<file path="src/rtl/mem_bus_arbiter.sv">
// Arbiter between the instruction-fetch port and the data-memory port for the shared bus.
// Data wins simultaneous requests unless it won the previous grant; every bus access is
// bounded by a timeout that completes the access with a poison word and a sticky error.
module mem_bus_arbiter #(
  parameter int unsigned TIMEOUT_CYCLES = 255
) (
  input  logic        clk_i,
  input  logic        rst_ni,
  // Instruction-fetch port
  input  logic        if_req_i,
  input  logic [31:0] if_addr_i,
  output logic [31:0] if_rdata_o,
  output logic        if_valid_o,
  output logic        if_stall_o,
  // Data-memory port
  input  logic        dm_req_i,
  input  logic        dm_we_i,
  input  logic [31:0] dm_addr_i,
  input  logic [31:0] dm_wdata_i,
  input  logic [2:0]  dm_funct3_i,
  output logic [31:0] dm_rdata_o,
  output logic        dm_valid_o,
  output logic        dm_stall_o,
  // Shared bus
  output logic        bus_req_o,
  output logic        bus_we_o,
  output logic [31:0] bus_addr_o,
  output logic [31:0] bus_wdata_o,
  output logic [2:0]  bus_size_o,
  input  logic        bus_ack_i,
  input  logic [31:0] bus_rdata_i,
  output logic        timeout_err_o
);

  typedef enum logic [1:0] {StIdle, StGntIf, StGntDm} state_e;

  localparam logic [31:0] TimeoutData = 32'hDEADBEEF;
  localparam logic [2:0]  FetchSize   = 3'b010;
  localparam logic [7:0]  CntLast     = 8'(TIMEOUT_CYCLES - 1);

  state_e      state_q, state_d;
  logic        last_gnt_dm_q, last_gnt_dm_d;  // 0 = IF granted last, 1 = DM
  logic [7:0]  cnt_q, cnt_d;
  logic        bus_we_q, bus_we_d;
  logic [31:0] bus_addr_q, bus_addr_d;
  logic [31:0] bus_wdata_q, bus_wdata_d;
  logic [2:0]  bus_size_q, bus_size_d;
  logic        err_q, err_d;

  logic        granted;
  logic        ack_done;
  logic        to_done;
  logic        done;
  logic [31:0] done_rdata;

  // Completion decode: an ack always beats a coincident timeout.
  always_comb begin
    granted    = (state_q != StIdle);
    ack_done   = granted && bus_ack_i;
    to_done    = granted && !bus_ack_i && (cnt_q == CntLast);
    done       = ack_done || to_done;
    done_rdata = bus_ack_i ? bus_rdata_i : TimeoutData;
  end

  // Next-state: arbitration in idle, completion/timeout counting while granted.
  always_comb begin
    state_d       = state_q;
    last_gnt_dm_d = last_gnt_dm_q;
    cnt_d         = cnt_q;
    bus_we_d      = bus_we_q;
    bus_addr_d    = bus_addr_q;
    bus_wdata_d   = bus_wdata_q;
    bus_size_d    = bus_size_q;
    err_d         = err_q;
    unique case (state_q)
      StIdle: begin
        cnt_d = '0;
        if (dm_req_i && (!if_req_i || !last_gnt_dm_q)) begin
          state_d       = StGntDm;
          last_gnt_dm_d = 1'b1;
          bus_we_d      = dm_we_i;
          bus_addr_d    = dm_addr_i;
          bus_wdata_d   = dm_wdata_i;
          bus_size_d    = dm_funct3_i;
        end else if (if_req_i) begin
          state_d       = StGntIf;
          last_gnt_dm_d = 1'b0;
          bus_we_d      = 1'b0;
          bus_addr_d    = if_addr_i;
          bus_wdata_d   = '0;
          bus_size_d    = FetchSize;
        end
      end
      StGntIf, StGntDm: begin
        if (done) begin
          state_d     = StIdle;
          cnt_d       = '0;
          bus_we_d    = 1'b0;
          bus_addr_d  = '0;
          bus_wdata_d = '0;
          bus_size_d  = '0;
          if (to_done) err_d = 1'b1;
        end else begin
          cnt_d = cnt_q + 8'd1;
        end
      end
      default: state_d = StIdle;
    endcase
  end

  // State and bus-side registers; reset aborts any transaction in flight.
  always_ff @(posedge clk_i or negedge rst_ni) begin
    if (!rst_ni) begin
      state_q       <= StIdle;
      last_gnt_dm_q <= 1'b0;
      cnt_q         <= '0;
      bus_we_q      <= 1'b0;
      bus_addr_q    <= '0;
      bus_wdata_q   <= '0;
      bus_size_q    <= '0;
      err_q         <= 1'b0;
    end else begin
      state_q       <= state_d;
      last_gnt_dm_q <= last_gnt_dm_d;
      cnt_q         <= cnt_d;
      bus_we_q      <= bus_we_d;
      bus_addr_q    <= bus_addr_d;
      bus_wdata_q   <= bus_wdata_d;
      bus_size_q    <= bus_size_d;
      err_q         <= err_d;
    end
  end

  // Port-side outputs: valid and rdata in the completion cycle, stall until then.
  always_comb begin
    bus_req_o     = granted;
    bus_we_o      = bus_we_q;
    bus_addr_o    = bus_addr_q;
    bus_wdata_o   = bus_wdata_q;
    bus_size_o    = bus_size_q;
    timeout_err_o = err_q;
    if_valid_o    = (state_q == StGntIf) && done;
    dm_valid_o    = (state_q == StGntDm) && done;
    if_rdata_o    = if_valid_o ? done_rdata : '0;
    dm_rdata_o    = dm_valid_o ? done_rdata : '0;
    if_stall_o    = if_req_i && !if_valid_o;
    dm_stall_o    = dm_req_i && !dm_valid_o;
  end

endmodule
</file>
<file path="config.mk">
export PLATFORM = sky130hd
export DESIGN_NAME = mem_bus_arbiter
export DESIGN_NICKNAME = d
export VERILOG_FILES = /design/src/rtl/mem_bus_arbiter.sv
export SDC_FILE = /design/constraint.sdc
export NUM_CORES = 1
export LEC_CHECK = 0
export CAP_MARGIN = 20
export CORE_MARGIN = 2
export CORE_UTILIZATION = 30
export CTS_BUF_LIST = sky130_fd_sc_hd__clkbuf_8
export DETAILED_ROUTE_END_ITERATION = 8
export PLACE_DENSITY_LB_ADDON = 0.1
export SYNTH_ARGS = -nofsm -noshare
export SYNTH_HDL_FRONTEND = slang
export SYNTH_SLANG_ARGS = --single-unit
</file>
<file path="constraint.sdc">
create_clock -name clk_i -period 2.34 [get_ports clk_i]
set_input_delay 0.585 -clock clk_i [delete_from_list [all_inputs] [get_ports clk_i]]
set_output_delay 0.585 -clock clk_i [all_outputs]
set_load 0.01 [all_outputs]
</file>
==> summary.txt, run 1 <==
Synthesis
  – Yosys warns: 0
  – Synth Net Count: between 500 and 600
  – Post-synth ARST share: between 90% and 100%
  – Largest cells by area after synthesis: dfrtp_1 49%, mux2i_1 7.8%, a22o_1 7.5%
  – Seq cells post-synth: 80
  – Distinct cells, synth: 35
  – Synth Instances: just over 400
  – Mapped Avg Cell Area: 9.98 sq um
  – Largest area contributor in the netlist: dfrtp_1
  – Sequential area share after synthesis: about 50%
  – Main synth FF type: dfrtp_1
  – Post-synth top area share: between 40% and 50%
  – EDFF count, synth: 0
  – Post-synthesis cell area: between 4000 and 5000 sq um

Clock tree
  – Root buf cell: clkbuf_8
  – CTS clk-pin slew, worst paths: ~0.090 ns
  – CTS tree: yes
  – TritonCTS Buffers: 9
  – # hold bufs at CTS: 0
  – Clk sinks: 80
  – Max clock buf depth: 2
  – H-tree depth: 3
  – Clk_lat worst skew: 0.35 ns

Route
  – DRT Pass-1 Iters: 4
  – 1st-iter DRT viols: ~160
  – Final wirelength: 15,700 um
  – Vias per cell: 4.93
  – DRC: 0
  – Avg WL per Cell: around 17 um
  – ANT nets after route: 0
  – Vias: about 4,400

Critical path
  – Worst EP arrival: roughly 2.1 ns
  – R2R depth: 9
  – Largest stage delay on the critical path: approximately 0.37 ns
  – CP Launch Type: register
  – CP Class: register to output pin
  – CP max stage cell: dfrtp_1
  – R2r setup slk: 0.09 ns
  – CP Buf/Inv Count: 4
  – Critical Path End Type: output pin
  – Req. time, crit path: roughly 1.8 ns
  – Crit Path Max Fanout: 6
  – Worst-path cell chain: inv_2 -> ha_4 -> nand4b_1 -> o31ai_4 -> buf_6 -> nand2_8 -> clkbuf_16 -> nor2_2 -> buf_2
  – Crit path depth: 9
  – Top Family by Delay on Critical Path: buffers and inverters

Placement
  – Dpl hpwl: ~11,000 um
  – Placed cells: around 870
  – Port bufs: around 270
  – Placed cell areas: between 7000 and 8000 sq um
  – GP Congestion: roughly 0.86

Finish
  – Most frequent cells in the layout: 203 x clkdlybuf4s50_1, 80 x dfrtp_1, 40 x buf_6
  – ANT cells: 0
  – Finished Layout Cells: roughly 900
  – Synth-to-Final Area Change: 96.7%
  – Fill cells: 1,147
  – Area taken by multi-input logic gates: 2260 sq um
  – Post-Layout Inst Area: roughly 8100 sq um
  – Register area: 2000 sq um
  – Share of layout cells above drive strength 1: around 28%
  – Most common cell after layout, fill and taps aside: clkdlybuf4s50_1
  – Nets@finish: 859

Job
  – Max Cap Viol: 0

Global routing
  – Antenna violations before repair: 0
  – Total gr overflow: 0
  – First-pass GRT wire length: about 23,000 um
  – Vias in the first global route: between 4,000 and 5,000
  – GR Util All Layers: between 20% and 30%
  – Largest net degree at the start of global routing: 41

STA
  – Final setup violation count: 65
  – Final min period: ~2.7 ns
  – Min Hold Slack: a little over 0.09 ns
  – Slew Viols, Final: 0
  – Final Hold Vio Count: 0
  – Post-route setup slack: -0.339 ns
  – Post-route clock skew: around 0.009 ns
  – Slew HR: about two thirds
  – Fmax: 373 MHz
  – Period utilisation layout: 114%
  – RSZ-0062 raised after global routing: yes
  – Worst slew pin tran: roughly 0.49 ns

Run status
  – Violated checks: setup timing
  – Status: complete, but fails checks

Die
  – Row count: between 40 and 50
  – Core area: between 10,000 and 15,000 sq um
  – Vert. Die Dim: approximately 120 um
  – Initial core utilization: 30.8%
  – Die width: around 120 um
  – Boundary Pins: between 200 and 300
  – Die Area: 14,600 sq um

Min path
  – Worst Hold Class: input port to async pin

Power and ir drop
  – Power Density: about 930 nW/um^2
  – Static leakage: roughly 3.6 nW
  – Peak supply drop: about 780 uV
-- final timing paths --
kind,from,to
worst max-delay path,state_q[0],if_rdata_o[25]
worst min-delay path,rst_ni,bus_wdata_o[0]
worst max register to register,state_q[0],bus_we_o
worst min register to register,timeout_err_o,timeout_err_o
max in group asynchronous,rst_ni,bus_addr_o[3]
min in group clk_i,timeout_err_o,timeout_err_o
-- synth_stat cells, types with 2 or more instances --
master,count
o31ai_1,34
inv_1,9
clkbuf_1,21
nor2b_1,26
buf_2,10
o21ai_0,38
nor2_1,56
or4_1,2
buf_6,3
nand3_1,3
xnor2_1,2
and3_1,17
a21oi_1,6
nand2b_1,2
mux2i_1,32
dfrtp_1,80
ha_1,6
a22o_1,35
nand2_1,10
or3_1,2
o211ai_1,2
nand4b_1,2
-- layer usage --
layer | global-route usage, % | wire, um | vias up
li1 | - | - | 2084
met1 | 22.1 | 5650 | 2150
met2 | 38.2 | 8650 | 173
met3 | 4.75 | 1130 | 14
met4 | 6.10 | 244 | 0
met5 | 0 | 0 | -
-- state kept, by name, summed over array words and instances (netlist names) --
signal	count
timeout_err_o	1
bus_we_o	1
cnt_q	8
state_q	2
bus_size_o	3
bus_addr_o	32
bus_wdata_o	32
last_gnt_dm_q	1
-- logic make-up (layout without fill, tap and decap cells) --
group | Yosys count | after routing | synth area share [%]
xor gates and xnor gates | 3 | 3 | 0.641
DFF | 80 | 80 | 48.8
muxes | 32 | 32 | 7.81
buffers and inverters | 44 | 354 | 4.88
adders and majority gates | 6 | 6 | 1.83
AOI/OAI and AO/OA | 121 | 121 | 20.6
and+or+nand+nor | 125 | 125 | 15.4
-- stage by stage --
step	utilization (%)	setup TNS [ns]	total power, mW	setup slack [ns]
after floorplan	-	0	4.01	0.0467
after global placement	55.2	-44.51	6.02	-0.737
after detailed placement	55.2	-45.96	6.11	-0.753
after CTS	58.4	-17.57	7.45	-0.381
after global routing	60.7	-21.15	8.03	-0.477
final	60.7	-13.04	7.53	-0.339
-- power breakdown --
part,switching [mW],internal (mW)
registers,0.245,1.84
clock network,0.519,0.636
logic,2.09,2.19
total,2.86,4.67
-- cell type report --
type / count / area share [%]
Timing Repair Buffer: 329 / 41.1
Multi-Input combinational cell: 287 / 28.0
Sequential cell: 80 / 24.8
Tap cell: 176 / 2.73
Clock buffer: 10 / 1.71
Clock inverter: 6 / 1.13
Inverter: 9 / 0.543
-- worst reg2reg max path: stages, from the launching register on --
cell      delay (ns)
dfrtp_1         0.37
inv_2           0.06
ha_4            0.15
nand4b_1        0.23
buf_4           0.18
buf_4           0.13
o211a_1         0.23
or3_4           0.41
buf_12          0.18
a22o_1          0.21
-- repair_timing --
item	CTS	global route
gates resized for setup	333	72
cloned	4	2
endpoints found under the setup margin	69	86
setup buffers	9	1
pin swaps	18	5
Note: power is estimated with default switching activity, not from simulation.
==> inputs of run 2 (changes only) <==
==> constraint.sdc (replaced) <==
create_clock -name clk_i -period 2.6 [get_ports clk_i]
set_input_delay 0.65 -clock clk_i [delete_from_list [all_inputs] [get_ports clk_i]]
set_output_delay 0.65 -clock clk_i [all_outputs]
set_load 0.01 [all_outputs]
==> run 2 against run 1 <==
Against the previous run: the run still ends with setup timing left; first-iteration DRC count fell by 43%; sequential cell count did not move; largest cell class unchanged; non-clock buffer count shrank 9; register-to-register slack better by 0.41 ns; cell area down 6.5%; clock power fell by 21%.
==> summary.txt, run 2 (synthesis results as in run 1) <==
Finish
  – Final core occ: 56.7% (was 60.7%)
  – Most common cell after layout, fill and taps aside: clkdlybuf4s50_1 (unchanged)
  – Share of layout cells above drive strength 1: 24.4% (was 27.9%)
  – Synth-to-Final Area Change: 83.9% (was 96.7%)
  – Nets@finish: 850 (was 859)
  – Fill cells: 1,169 (was 1,147)
  – ANT cells: 0 (unchanged)
  – Finished Layout Cells: 888 (was 897)
  – Register area: 2000 sq um (unchanged)
  – Area taken by multi-input logic gates: 2090 sq um (was 2260 sq um)
  – Most frequent cells in the layout: 203 x clkdlybuf4s50_1, 80 x dfrtp_1, 39 x buf_2 (was 203 x clkdlybuf4s50_1, 80 x dfrtp_1, 40 x buf_6)

Global routing
  – Met2 Resource Use GR: 35.1% (was 38.2%)
  – Met1 Track Usage GR: 22.4% (was 22.1%)
  – Vias in the first global route: 4,462 (was 4,538)
  – GR Util All Layers: 19.6% (was 20.2%)
  – Antenna violations before repair: 0 (unchanged)
  – First-pass GRT wire length: 22,800 um (was 23,200 um)
  – Largest net degree at the start of global routing: 49 (was 41)
  – GRT busiest layer: met2 (unchanged)
  – Total gr overflow: 0 (unchanged)
  – Met3 global-route usage: 4.42% (was 4.75%)

STA
  – Final Hold Vio Count: 0 (unchanged)
  – Period utilisation layout: 106%
  – Fmax: between 300 and 400 MHz
  – RSZ-0062 raised after global routing: yes (unchanged)
  – Worst slew pin tran: 0.467 ns (was 0.491 ns)
  – Slew Viols, Final: 0 (unchanged)
  – Post-route setup slack: -0.153 ns (was -0.339 ns)
  – Post-route clock skew: 0.0141 ns (was 0.00900 ns)
  – Min Hold Slack: 0.236 ns (was 0.0920 ns)
  – TNS Setup: -3.43 ns (was -13.04 ns)
  – Slew HR: 68.9% (was 67.2%)
  – Final min period: about 2.8 ns
  – Final setup violation count: 51 (was 65)

Clock tree
  – Root buf cell: clkbuf_8 (unchanged)
  – CTS tree: yes (unchanged)
  – H-tree depth: 3 (unchanged)
  – Max clock buf depth: 2 (unchanged)
  – Clk sinks: 80 (unchanged)
  – CTS clk-pin slew, worst paths: 0.09 ns (about the same)
  – Clk_lat worst skew: 0.35 ns (about the same)
  – # hold bufs at CTS: 0 (unchanged)
  – TritonCTS Buffers: 9 (unchanged)

Power and ir drop
  – Sw Ratio: 38.5% (was 38.0%)
  – Sequential power share: 29.3% (was 27.7%)
  – Clock share of power: 14.3% (was 15.3%)
  – Peak supply drop: 531 uV (was 782 uV)
  – P_sw: 2.48 mW (was 2.86 mW)
  – Static leakage: 3.54 nW (was 3.63 nW)
  – Power Density: 853 nW/um^2 (was 934 nW/um^2)
  – Pint: 3.96 mW (was 4.67 mW)
  – Logic pwr share: 56.4% (was 56.9%)
  – Tot Pwr: 6.43 mW (was 7.53 mW)

Route
  – Vias: 4,420 (was 4,421)
  – ANT nets after route: 0 (unchanged)
  – Vias per cell: 4.98 (was 4.93)
  – Avg WL per Cell: 17.0 um (was 17.5 um)
  – 1st-iter DRT viols: 93 (was 163)
  – DRT Pass-1 Iters: 4 (unchanged)
  – Final wirelength: 15,100 um (was 15,700 um)
  – DRC: 0 (unchanged)

Placement
  – GP Congestion: 0.857 (was 0.860)
  – Placed cells: 864 (was 868)
  – Port bufs: 274 (unchanged)
  – Dpl hpwl: 10,700 um (was 11,100 um)

Run status
  – Violated checks: setup timing (unchanged)
  – Status: complete, but fails checks (unchanged)

Critical path
  – Req. time, crit path: 1.95 ns (was 1.75 ns)
  – CP Launch Type: register (unchanged)
  – Crit Path Max Fanout: 6 (unchanged)
  – FF-to-FF End: bus_wdata_o[3] (was bus_we_o)
  – Critical Path End Type: output pin (unchanged)
  – CP Class: register to output pin (unchanged)
  – R2r setup slk: 0.50 ns (was 0.09 ns)
  – R2R depth: 8 (was 9)
  – Worst EP arrival: 2.10 ns (was 2.09 ns)
  – Reg2reg start: state_q[1] (was state_q[0])

Die
  – Boundary Pins: 275 (unchanged)
  – Core area: 13,300 sq um (unchanged)
  – Vert. Die Dim: 121 um (unchanged)
  – Initial core utilization: 30.8% (unchanged)
  – Die width: 121 um (unchanged)
  – Die Area: 14,600 sq um (unchanged)
  – Row count: 42 (unchanged)

Job
  – Max Cap Viol: 0 (unchanged)

Min path
  – Worst Hold Class: input port to async pin (unchanged)
[run 2: worst max-delay path by stage]
stage	from	endpoint	cells past startpoint
floorplan	state_q[0]	dm_rdata_o[10]	7
global placement	bus_ack_i	if_rdata_o[7]	7
detailed placement	bus_ack_i	if_rdata_o[7]	7
CTS	state_q[1]	dm_rdata_o[3]	9
global route	state_q[1]	if_rdata_o[16]	10
finish	state_q[1]	if_rdata_o[11]	10
[run 2: routing by layer]
| metal | wire [um] | vias up | share of wire [%] |
|---|---|---|---|
| met2 | 7770 | 196 | 52 |
| met4 | 418 | 0 | 2.8 |
| met1 | 5700 | 2126 | 38 |
| met5 | 0 | - | 0 |
| li1 | - | 2070 | - |
| met3 | 1180 | 28 | 7.8 |
[run 2: area by class of cell]
type	count	area share, %
clock buffers	10	1.83
well taps	176	2.92
clock inverters	6	0.763
flip-flops and latches	80	26.6
inverters	9	0.514
multi-input cells	287	27.7
repair buffers	320	39.7
[run 2: worst max-delay path, stage by stage, from the launching register on]
cell	delay [ns]
dfrtp_1	0.37
inv_2	0.06
ha_4	0.15
nand4b_1	0.19
o31ai_1	0.22
buf_4	0.20
nand2_8	0.07
buf_12	0.14
buf_16	0.14
nor2_2	0.08
buf_2	0.14
[run 2: power groups by stage]
stage	combinational (mW)	clock (mW)	sequential, mW
2_1_floorplan	1.54	0	2.06
5_1_grt	3.93	1.01	1.94
6_report	3.63	0.921	1.89
3_5_place_dp	3.53	0	1.90
3_3_place_gp	3.48	0	1.89
4_1_cts	3.64	0.948	1.89
[run 2: repair_timing]
| action | CTS | global route |
|---|---|---|
| pin swaps | 3 | 2 |
| endpoints found under the setup margin | 69 | 68 |
| gates cloned | 4 | 2 |
| setup buffers | 1 | 1 |
| gates resized for setup | 258 | 77 |
[run 2: stage by stage]
stage | cell area [sq um] | setup slack (ns)
2_1_floorplan | 4100 | 0.179
3_3_place_gp | 7270 | -0.562
3_5_place_dp | 7270 | -0.595
6_report | 7540 | -0.153
5_1_grt | 7540 | -0.320
4_1_cts | 7650 | -0.239
==> inputs of run 3 (changes only) <==
--- a/config.mk
+++ b/config.mk
@@ -6,10 +6,12 @@
 export NUM_CORES = 1
 export LEC_CHECK = 0
 export CAP_MARGIN = 20
+export CORE_ASPECT_RATIO = 1.25
 export CORE_MARGIN = 2
 export CORE_UTILIZATION = 30
 export CTS_BUF_LIST = sky130_fd_sc_hd__clkbuf_8
 export DETAILED_ROUTE_END_ITERATION = 8
+export MAX_ROUTING_LAYER = met4
 export PLACE_DENSITY_LB_ADDON = 0.1
 export SYNTH_ARGS = -nofsm -noshare
 export SYNTH_HDL_FRONTEND = slang
==> run 3 against run 2 <==
Against the previous run: the run still ends with setup timing left; first-iteration DRC count grew 94%; sequential cell count did not move; critical path type unchanged; critical endpoint is now if_stall_o; global-route usage is 0.33 points higher; largest power group unchanged; sequential share of layout area rose by 0.24 points; cell area down 0.88%; utilization decreased by 0.48 points; maximum frequency up 0.26%; via count down 2.6%.
==> summary.txt, run 3 (synthesis results as in run 1) <==
Die
  – Core area: 13,300 sq um (about the same)
  – Vert. Die Dim: 135 um (was 121 um)
  – Die width: 109 um (was 121 um)
  – Boundary Pins: 275 (unchanged)
  – Row count: 47 (was 42)
  – Initial core utilization: 30.9% (was 30.8%)
  – Die Area: 14,600 sq um (about the same)

Clock tree
  – TritonCTS Buffers: 9 (unchanged)
  – CTS clk-pin slew, worst paths: 0.08 ns (was 0.09 ns)
  – Clk_lat worst skew: 0.35 ns (about the same)
  – Clk sinks: 80 (unchanged)
  – # hold bufs at CTS: 0 (unchanged)
  – Max clock buf depth: 2 (unchanged)
  – H-tree depth: 3 (unchanged)
  – CTS tree: yes (unchanged)
  – Root buf cell: clkbuf_8 (unchanged)

Job
  – Max Cap Viol: 0 (unchanged)

Finish
  – Fill cells: 1,273 (was 1,169)
  – Most frequent cells in the layout: 204 x clkdlybuf4s50_1, 80 x dfrtp_1, 40 x buf_2 (was 203 x clkdlybuf4s50_1, 80 x dfrtp_1, 39 x buf_2)
  – Synth-to-Final Area Change: 82.3% (was 83.9%)
  – ANT cells: 0 (unchanged)
  – Area taken by multi-input logic gates: 2060 sq um (was 2090 sq um)
  – Nets@finish: 842 (was 850)
  – Share of layout cells above drive strength 1: 20.5% (was 24.4%)
  – Most common cell after layout, fill and taps aside: clkdlybuf4s50_1 (unchanged)
  – Register area: 2000 sq um (unchanged)

Global routing
  – First-pass GRT wire length: 22,300 um (was 22,800 um)
  – Largest net degree at the start of global routing: 45 (was 49)
  – GR Util All Layers: 20.0% (was 19.6%)
  – Total gr overflow: 0 (unchanged)
  – Antenna violations before repair: 0 (unchanged)
  – Vias in the first global route: 4,376 (was 4,462)

Power and ir drop
  – Static leakage: 3.53 nW (was 3.54 nW)
  – Tot Pwr: 6.44 mW (was 6.43 mW)
  – Power Density: 861 nW/um^2 (was 853 nW/um^2)
  – Peak supply drop: 583 uV (was 531 uV)

Route
  – DRT Pass-1 Iters: 4 (unchanged)
  – Final wirelength: 14,800 um (was 15,100 um)
  – Vias per cell: 4.92 (was 4.98)
  – DRC: 0 (unchanged)
  – 1st-iter DRT viols: 180 (was 93)
  – Vias: 4,303 (was 4,420)
  – Avg WL per Cell: 16.9 um (was 17.0 um)
  – ANT nets after route: 0 (unchanged)

Critical path
  – Worst EP arrival: 2.10 ns (about the same)
  – R2r setup slk: 0.50 ns (about the same)
  – Req. time, crit path: 1.95 ns (about the same)
  – CP Launch Type: register (unchanged)
  – Critical path destination: if_stall_o (was if_rdata_o[11])
  – R2R depth: 9 (was 8)
  – Worst Setup SP: state_q[0] (was state_q[1])
  – CP Class: register to output pin (unchanged)
  – Reg2reg start: state_q[0] (was state_q[1])
  – FF-to-FF End: bus_wdata_o[0] (was bus_wdata_o[3])
  – Critical Path End Type: output pin (unchanged)
  – Crit Path Max Fanout: 7 (was 6)

STA
  – Final Hold Vio Count: 0 (unchanged)
  – RSZ-0062 raised after global routing: yes (unchanged)
  – Final min period: 2.75 ns (about the same)
  – Worst slew pin tran: 0.484 ns (was 0.467 ns)
  – Fmax: 364 MHz (was 363 MHz)
  – Min Hold Slack: 0.253 ns (was 0.236 ns)
  – Slew HR: 67.7% (was 68.9%)
  – Post-route setup slack: -0.146 ns (was -0.153 ns)
  – Final setup violation count: 45 (was 51)
  – Period utilisation layout: 106% (about the same)
  – Post-route clock skew: 0.0142 ns (was 0.0141 ns)
  – Slew Viols, Final: 0 (unchanged)

Min path
  – Worst Hold Class: input port to async pin (unchanged)

Placement
  – GP Congestion: 0.835 (was 0.857)
  – Dpl hpwl: 10,800 um (was 10,700 um)
  – Port bufs: 274 (unchanged)
  – Pre-CTS setup slack: -0.610 ns (was -0.595 ns)

Run status
  – Violated checks: setup timing (unchanged)
  – Status: complete, but fails checks (unchanged)
## run 3: cell count changes in the layout (fill, tap and decap cells not counted), sizes merged
cell,before,now
clkbuf,28,13
dlygate4sd2,2,17
buf,96,88
clkinv,4,2
bufinv,1,2
clkdlybuf4s15,1,0
clkdlybuf4s50,203,204
## run 3: timing repair
action                                 4_1_cts  5_1_grt
setup endpoints to repair                   68       54
resized for setup                          214       73
setup buffers                                1        1
pin swaps                                    5        3
gates cloned                                 2        2
endpoints found under the hold margin        0        0
## run 3: how the worst min path moves through the flow
stage / start / to / slack [ns] / depth (start not counted)
3_3_place_gp: bus_wdata_o[21] / bus_wdata_o[21] / 0.48 / 1
6_report: rst_ni / bus_addr_o[13] / 0.25 / 1
5_1_grt: rst_ni / bus_addr_o[13] / 0.27 / 1
2_1_floorplan: rst_ni / bus_addr_o[0] / 0.35 / 0
4_1_cts: rst_ni / bus_addr_o[16] / 0.26 / 1
3_5_place_dp: bus_wdata_o[10] / bus_wdata_o[10] / 0.48 / 1
## run 3: worst max-delay path: stages (launching register included)
cell,delay (ns)
dfrtp_1,0.36
inv_2,0.06
ha_4,0.15
nand4b_1,0.21
o31ai_2,0.29
buf_4,0.19
nand2_8,0.09
buf_12,0.16
and2_4,0.13
buf_6,0.11
## run 3: layout make-up
type,count,area share (%)
timing repair buffer,312,39.4
multi-input combinational,287,27.6
sequential,80,26.8
tap,171,2.86
clock buffer,10,1.84
clock inverter,5,1.05
inverter,9,0.452
## run 3: where the power goes
group | total, mW | internal (mW) | switching, mW
combinational | 3.55 | 1.77 | 1.78
clock | 1.01 | 0.562 | 0.444
sequential | 1.88 | 1.66 | 0.219
total | 6.44 | 3.99 | 2.44
## run 3: per-stage QoR
stage	TNS (ns)	utilization (%)	instance area [sq um]	cells
floorplan	0	-	4100	411
global placement	-32.47	54.3	7210	853
detailed placement	-34.83	54.3	7210	853
CTS	-4.28	55.9	7440	871
global route	-10.25	56.2	7470	874
finish	-2.95	56.2	7470	874
## run 3: layer usage
metal / global-route usage (%) / part of all wire (%) / routed length (um) / up-vias
li1: - / - / - / 2052
met1: 20.4 / 36 / 5290 / 2067
met2: 37.2 / 55 / 8080 / 172
met3: 5.31 / 8.3 / 1220 / 12
met4: 5.34 / 1.3 / 189 / 0
met5: - / 0 / 0 / -
